**config.mk**
```make
export PLATFORM = sky130hd
export DESIGN_NAME = adc_capture_ctrl
export DESIGN_NICKNAME = d
export VERILOG_FILES = /design/src/rtl/adc_capture_ctrl.sv
export SDC_FILE = /design/constraint.sdc
export NUM_CORES = 1
export LEC_CHECK = 0
export CAP_MARGIN = 20
export CELL_PAD_IN_SITES_DETAIL_PLACEMENT = 0
export CELL_PAD_IN_SITES_GLOBAL_PLACEMENT = 2
export CORE_UTILIZATION = 29
export DETAILED_ROUTE_END_ITERATION = 10
export GPL_ROUTABILITY_DRIVEN = 0
export HOLD_SLACK_MARGIN = 0.12
export PLACE_DENSITY = 0.79
export SYNTH_ARGS = -nofsm -noshare
export SYNTH_HDL_FRONTEND = slang
export SYNTH_SLANG_ARGS = --single-unit
```
**constraint.sdc**
```tcl
create_clock -name i_sys_clock -period 3.1 [get_ports i_sys_clock]
set_input_delay 0.775 -clock i_sys_clock [delete_from_list [all_inputs] [get_ports i_sys_clock]]
set_output_delay 0.775 -clock i_sys_clock [all_outputs]
set_load 0.05 [all_outputs]
```
**src/rtl/adc_capture_ctrl.sv**
```systemverilog
// Acquisition sequencer: arms on start, decimates the ADC sample stream, finds a
// ch1 level crossing (or a timeout-forced trigger) and writes {ch2,ch1} pairs to a buffer.
module adc_capture_ctrl #(
    parameter int DATA_SIZE    = 16,
    parameter int ADDR_SIZE    = 10,
    parameter int DECIM_SIZE   = 16,
    parameter int TIMEOUT_SIZE = 24
) (
    input  logic                    i_sys_clock,
    input  logic                    i_reset,
    input  logic                    i_init_done,
    input  logic [DATA_SIZE-1:0]    i_data_ch1,
    input  logic [DATA_SIZE-1:0]    i_data_ch2,
    input  logic                    i_start,
    input  logic                    i_abort,
    input  logic [DATA_SIZE-1:0]    i_trig_level,
    input  logic                    i_trig_rising,
    input  logic                    i_auto_trig,
    input  logic [TIMEOUT_SIZE-1:0] i_timeout,
    input  logic [ADDR_SIZE-1:0]    i_num_samples,
    input  logic [DECIM_SIZE-1:0]   i_decim,
    output logic                    o_wr_en,
    output logic [ADDR_SIZE-1:0]    o_wr_addr,
    output logic [2*DATA_SIZE-1:0]  o_wr_data,
    output logic                    o_busy,
    output logic                    o_armed,
    output logic                    o_done,
    output logic                    o_auto_fired
);

    localparam logic [1:0] S_IDLE    = 2'd0;
    localparam logic [1:0] S_ARM     = 2'd1;
    localparam logic [1:0] S_CAPTURE = 2'd2;
    localparam logic [1:0] S_DONE    = 2'd3;

    logic [1:0]                    state_q, state_d;
    logic signed [DATA_SIZE-1:0]   level_q, level_d;
    logic                          rising_q, rising_d;
    logic                          auto_q, auto_d;
    logic [TIMEOUT_SIZE-1:0]       timeout_q, timeout_d;
    logic [ADDR_SIZE-1:0]          nsamp_q, nsamp_d;
    logic [DECIM_SIZE-1:0]         decim_q, decim_d;
    logic [DECIM_SIZE-1:0]         decim_cnt_q, decim_cnt_d;
    logic [TIMEOUT_SIZE-1:0]       to_cnt_q, to_cnt_d;
    logic signed [DATA_SIZE-1:0]   prev_ch1_q, prev_ch1_d;
    logic                          prev_valid_q, prev_valid_d;
    logic [ADDR_SIZE-1:0]          idx_q, idx_d;
    logic                          last_q, last_d;
    logic                          wr_en_q, wr_en_d;
    logic [ADDR_SIZE-1:0]          wr_addr_q, wr_addr_d;
    logic [2*DATA_SIZE-1:0]        wr_data_q, wr_data_d;
    logic                          done_q, done_d;
    logic                          auto_fired_q, auto_fired_d;
    logic                          busy_q, armed_q;

    logic                          busy_s, abort_s, tick_s, cross_s, force_s, issue_s;
    logic signed [DATA_SIZE-1:0]   ch1_s;

    assign ch1_s   = $signed(i_data_ch1);
    assign busy_s  = (state_q == S_ARM) || (state_q == S_CAPTURE);
    assign abort_s = busy_s && (i_abort || !i_init_done);
    assign tick_s  = busy_s && (decim_cnt_q == {DECIM_SIZE{1'b0}});
    assign force_s = auto_q && (to_cnt_q >= timeout_q);
    assign cross_s = prev_valid_q &&
                     (rising_q ? ((prev_ch1_q < level_q) && (ch1_s >= level_q))
                               : ((prev_ch1_q > level_q) && (ch1_s <= level_q)));

    // Next-state logic for the sequencer, counters and write port.
    always_comb begin
        state_d      = state_q;
        level_d      = level_q;
        rising_d     = rising_q;
        auto_d       = auto_q;
        timeout_d    = timeout_q;
        nsamp_d      = nsamp_q;
        decim_d      = decim_q;
        decim_cnt_d  = decim_cnt_q;
        to_cnt_d     = to_cnt_q;
        prev_ch1_d   = prev_ch1_q;
        prev_valid_d = prev_valid_q;
        idx_d        = idx_q;
        last_d       = last_q;
        wr_en_d      = 1'b0;
        wr_addr_d    = wr_addr_q;
        wr_data_d    = wr_data_q;
        done_d       = done_q;
        auto_fired_d = auto_fired_q;
        issue_s      = 1'b0;

        case (state_q)
            S_IDLE, S_DONE: begin
                if (i_start && i_init_done) begin
                    state_d      = S_ARM;
                    level_d      = $signed(i_trig_level);
                    rising_d     = i_trig_rising;
                    auto_d       = i_auto_trig;
                    timeout_d    = i_timeout;
                    nsamp_d      = i_num_samples;
                    decim_d      = i_decim;
                    decim_cnt_d  = {DECIM_SIZE{1'b0}};
                    to_cnt_d     = {TIMEOUT_SIZE{1'b0}};
                    prev_valid_d = 1'b0;
                    idx_d        = {ADDR_SIZE{1'b0}};
                    last_d       = 1'b0;
                    done_d       = 1'b0;
                    auto_fired_d = 1'b0;
                end else begin
                    state_d = state_q;
                end
            end
            S_ARM: begin
                if (abort_s) begin
                    state_d = S_IDLE;
                end else begin
                    if (to_cnt_q != {TIMEOUT_SIZE{1'b1}}) begin
                        to_cnt_d = to_cnt_q + 1'b1;
                    end else begin
                        to_cnt_d = to_cnt_q;
                    end
                    decim_cnt_d = (decim_cnt_q >= decim_q) ? {DECIM_SIZE{1'b0}} : decim_cnt_q + 1'b1;
                    if (tick_s) begin
                        prev_ch1_d   = ch1_s;
                        prev_valid_d = 1'b1;
                        if (cross_s || force_s) begin
                            state_d      = S_CAPTURE;
                            issue_s      = 1'b1;
                            auto_fired_d = !cross_s;
                        end else begin
                            state_d = S_ARM;
                        end
                    end else begin
                        state_d = S_ARM;
                    end
                end
            end
            S_CAPTURE: begin
                // last_q rises together with the final write, so DONE follows that write.
                if (abort_s) begin
                    state_d = S_IDLE;
                end else if (last_q) begin
                    state_d = S_DONE;
                    done_d  = 1'b1;
                end else begin
                    decim_cnt_d = (decim_cnt_q >= decim_q) ? {DECIM_SIZE{1'b0}} : decim_cnt_q + 1'b1;
                    issue_s     = tick_s;
                end
            end
            default: begin
                state_d = S_IDLE;
            end
        endcase

        if (issue_s) begin
            wr_en_d   = 1'b1;
            wr_addr_d = idx_q;
            wr_data_d = {i_data_ch2, i_data_ch1};
            idx_d     = idx_q + 1'b1;
            last_d    = (idx_q == nsamp_q);
        end else begin
            wr_en_d = 1'b0;
        end
    end

    // State, configuration and output registers.
    always_ff @(posedge i_sys_clock) begin
        if (i_reset) begin
            state_q      <= S_IDLE;
            level_q      <= {DATA_SIZE{1'b0}};
            rising_q     <= 1'b0;
            auto_q       <= 1'b0;
            timeout_q    <= {TIMEOUT_SIZE{1'b0}};
            nsamp_q      <= {ADDR_SIZE{1'b0}};
            decim_q      <= {DECIM_SIZE{1'b0}};
            decim_cnt_q  <= {DECIM_SIZE{1'b0}};
            to_cnt_q     <= {TIMEOUT_SIZE{1'b0}};
            prev_ch1_q   <= {DATA_SIZE{1'b0}};
            prev_valid_q <= 1'b0;
            idx_q        <= {ADDR_SIZE{1'b0}};
            last_q       <= 1'b0;
            wr_en_q      <= 1'b0;
            wr_addr_q    <= {ADDR_SIZE{1'b0}};
            wr_data_q    <= {(2*DATA_SIZE){1'b0}};
            done_q       <= 1'b0;
            auto_fired_q <= 1'b0;
            busy_q       <= 1'b0;
            armed_q      <= 1'b0;
        end else begin
            state_q      <= state_d;
            level_q      <= level_d;
            rising_q     <= rising_d;
            auto_q       <= auto_d;
            timeout_q    <= timeout_d;
            nsamp_q      <= nsamp_d;
            decim_q      <= decim_d;
            decim_cnt_q  <= decim_cnt_d;
            to_cnt_q     <= to_cnt_d;
            prev_ch1_q   <= prev_ch1_d;
            prev_valid_q <= prev_valid_d;
            idx_q        <= idx_d;
            last_q       <= last_d;
            wr_en_q      <= wr_en_d;
            wr_addr_q    <= wr_addr_d;
            wr_data_q    <= wr_data_d;
            done_q       <= done_d;
            auto_fired_q <= auto_fired_d;
            busy_q       <= (state_d == S_ARM) || (state_d == S_CAPTURE);
            armed_q      <= (state_d == S_ARM);
        end
    end

    assign o_wr_en      = wr_en_q;
    assign o_wr_addr    = wr_addr_q;
    assign o_wr_data    = wr_data_q;
    assign o_busy       = busy_q;
    assign o_armed      = armed_q;
    assign o_done       = done_q;
    assign o_auto_fired = auto_fired_q;

endmodule
```
==> run summary <==
Slew Viols, Final: 0
CTS tree: done
Pleak: 0.00527 uW
status: finished with violations
top post-synthesis cells by area: dfxtp_1, ha_1, nand2_1, a21oi_1, mux2i_1
post-route setup slack: -0.0222 ns
post-route clock period utilization: 1.01
CP Launch Type: input port
maximum VDD drop: 354 uV
DRC Markers: 0
Core Util, Final: 0.404
post-cts hold buffer count: 0
Port Buffers: 151
deepest clock path buffer count: 2
Worst-Skew Late Latency: 0.44 ns
Initial Util: 0.296
maxcap violations: 0
P&R area growth vs syn: 36.7%
Setup crit end kind: register
Post-Syn Instances: 1124
pwr dens: 433 nW/um2
die footprint: 33000 um2
Final Hold Fails: 0
initial antenna violation count: 0
Synth Warn #: 0
Core ar.: 31600 um2
syn nets: 1308
Synth cell types: 60
final wirelength: 25800 um
WL/cell: 14.9 um
worst min path class: reg2reg
global-route wire length before repair: 41200 um
Worst Max-Slew Pin Slew: 0.876 ns
final net count: 1499
Int Power: 4000 uW
most frequent cells in the layout: nand2_1, dfxtp_1, clkdlybuf4s50_1
total CTS buffers: 17
clk root buf: clkbuf_16
worst rel slew slack: 0.414
Clock transition at path regs: 0.07 ns
Cell Area, Synth: 9360 um2
# H-tree levels: 4
Overflow after GRT: 0
first element of the critical path: i_data_ch1[7]
Synth area leader: dfxtp_1
Yosys top cell area share: 0.396
all-layer global routing usage: 0.156
clock sink total: 185
DP Wirelength: 17900 um
FF+latch count, synth: 185
RSZ-0062 raised after global routing: true
Tmin final: 3.12 ns
worst hold path depth: 2
FF-to-FF Start: level_q[6]
dpl cells: 1678
Clock Skews: 0.0120 ns
via/cell ratio: 4.74
Async S/R FF share, synth: 0
reg2reg path depth: 14
DIE WIDTH: 182 um
Gate power share: 0.176
Seq pwr share: 0.449
number of routed nets with antenna violations: 0
commonest non-fill, non-tap cell in the layout: nand2_1
final setup vio count: 1
non-filler cells, final: 1730
Net Sw Power: 1540 uW
Ant. Diodes: 0
number of global-route vias before repair: 7916
filler cell count: 3198
Post-synth EDFFs: 0
sequential share of the synthesized area: 0.396
Die H: 182 um
critical path required time: 3.47 ns
largest net degree at the start of global routing: 151
number of top-level pins: 152
failing checks: setup timing
Fmax: 320 MHz
layout cells sized above 1: 0.152
sw frac: 0.277
Cell Rows: 65
post-synthesis area per instance: 8.32 um2
critical-path maximum fanout: 8
most used flip-flop cell after synthesis: dfxtp_1
Hold Startpoint: level_q[2]
Setup CP Type: in2reg
CP Data Arrival Time: 3.49 ns
Clk pwr share: 0.375
drt pass-1 iters: 4
vias: 8195
detailed router's first-iteration violation count: 357
power groups by stage:
stage	registers (uW)	clock network, uW	logic [uW]
6_report	2490	2080	972
5_1_grt	2500	2250	1080
4_1_cts	2480	2160	895
3_5_place_dp	2540	0	842
3_3_place_gp	2540	0	840
2_1_floorplan	2540	0	443
cell type report:
cell class	instances	area [um2]	share of cell area
inverter	67	259	0.0203
timing repair buffer	226	2250	0.176
multi-input combinational	818	5500	0.430
sequential	185	3720	0.291
clock inverter	12	95.1	0.00744
tap	402	503	0.0393
clock buffer	20	457	0.0357
repair_timing:
item,in CTS,in global routing
cloned,0,2
pin swaps,22,30
resized for setup,36,109
setup endpoints to repair,58,62
setup buffers,10,10
path summary, 6_finish.rpt:
check	slack [ns]	endpoint
hold reg to reg	0.45	level_q[2]
hold / removal	0.45	level_q[2]
setup / recovery	-0.02	last_q
setup reg to reg	0.02	last_q
state kept, by name (all words and copies together), names as in the netlist, 2 cells and up:
| name | cells |
|---|---|
| o_wr_data | 32 |
| decim_cnt_q | 16 |
| timeout_q | 24 |
| prev_ch1_q | 16 |
| decim_q | 16 |
| idx_q | 10 |
| o_wr_addr | 10 |
| state_q | 2 |
| nsamp_q | 10 |
| level_q | 16 |
| to_cnt_q | 24 |
synth_stat cells (3+ instances only):
master,number
o21ai_0,26
and4_1,3
xnor2_1,10
buf_12,4
mux2i_1,43
inv_1,67
a21boi_0,3
o2111ai_1,4
nand2_1,209
nand4_1,13
and3_1,14
dfxtp_1,185
a21o_1,22
nand2b_1,20
a41o_1,8
a211o_1,4
nor2_1,91
a211oi_1,7
a21oi_1,125
or3_1,8
clkbuf_1,42
nor4_1,5
o22a_1,3
nand3b_1,7
nor3_1,7
xor2_1,21
nand3_1,30
a21oi_2,7
a31oi_1,4
nor2b_1,7
ha_1,79
buf_1,4
a22oi_1,7
metal layers:
metal	global-route usage	routed length, um	share of wire	vias up
li1	-	-	-	4235
met1	0.210	12800	0.50	3793
met2	0.247	11500	0.45	154
met3	0.0403	1310	0.051	13
met4	0.0386	208	0.0081	0
met5	0	0	0	-
critical path, cell delays in order:
cell and delay (ns):
buf_6 0.10, ha_4 0.25, nand4_1 0.17, nor4_4 0.37
a21oi_2 0.10, o221ai_2 0.21, and2b_1 0.25, a21boi_4 0.19
a311oi_4 0.12, buf_6 0.15, buf_12 0.14, buf_8 0.13
or3_4 0.39, a21oi_2 0.13
stage by stage:
step / setup slack (ns) / hold WS, ns / TNS, ns / power (uW) / area, um2
6_report: -0.0222 / 0.455 / -0.0222 / 5540 / 12800
5_1_grt: -0.0806 / 0.471 / -0.148 / 5830 / 12800
4_1_cts: 0.000639 / 0.457 / 0 / 5540 / 12300
3_5_place_dp: -0.804 / 0.447 / -43.44 / 3380 / 11600
3_3_place_gp: -0.740 / 0.441 / -40.60 / 3380 / 11600
2_1_floorplan: 0.0849 / 0.432 / 0 / 2990 / 9360
cells by family (layout without fill, tap and decap cells):
| family | Yosys count | after routing | share of synthesized area |
|---|---|---|---|
| buf+inv | 121 | 325 | 0.0588 |
| simple gates | 428 | 428 | 0.206 |
| flops | 185 | 185 | 0.396 |
| xor+xnor | 31 | 31 | 0.0290 |
| fa+ha+maj | 79 | 79 | 0.106 |
| mux | 43 | 43 | 0.0460 |
| compound gates | 237 | 237 | 0.159 |
Note: power is estimated with default switching activity, not from simulation.
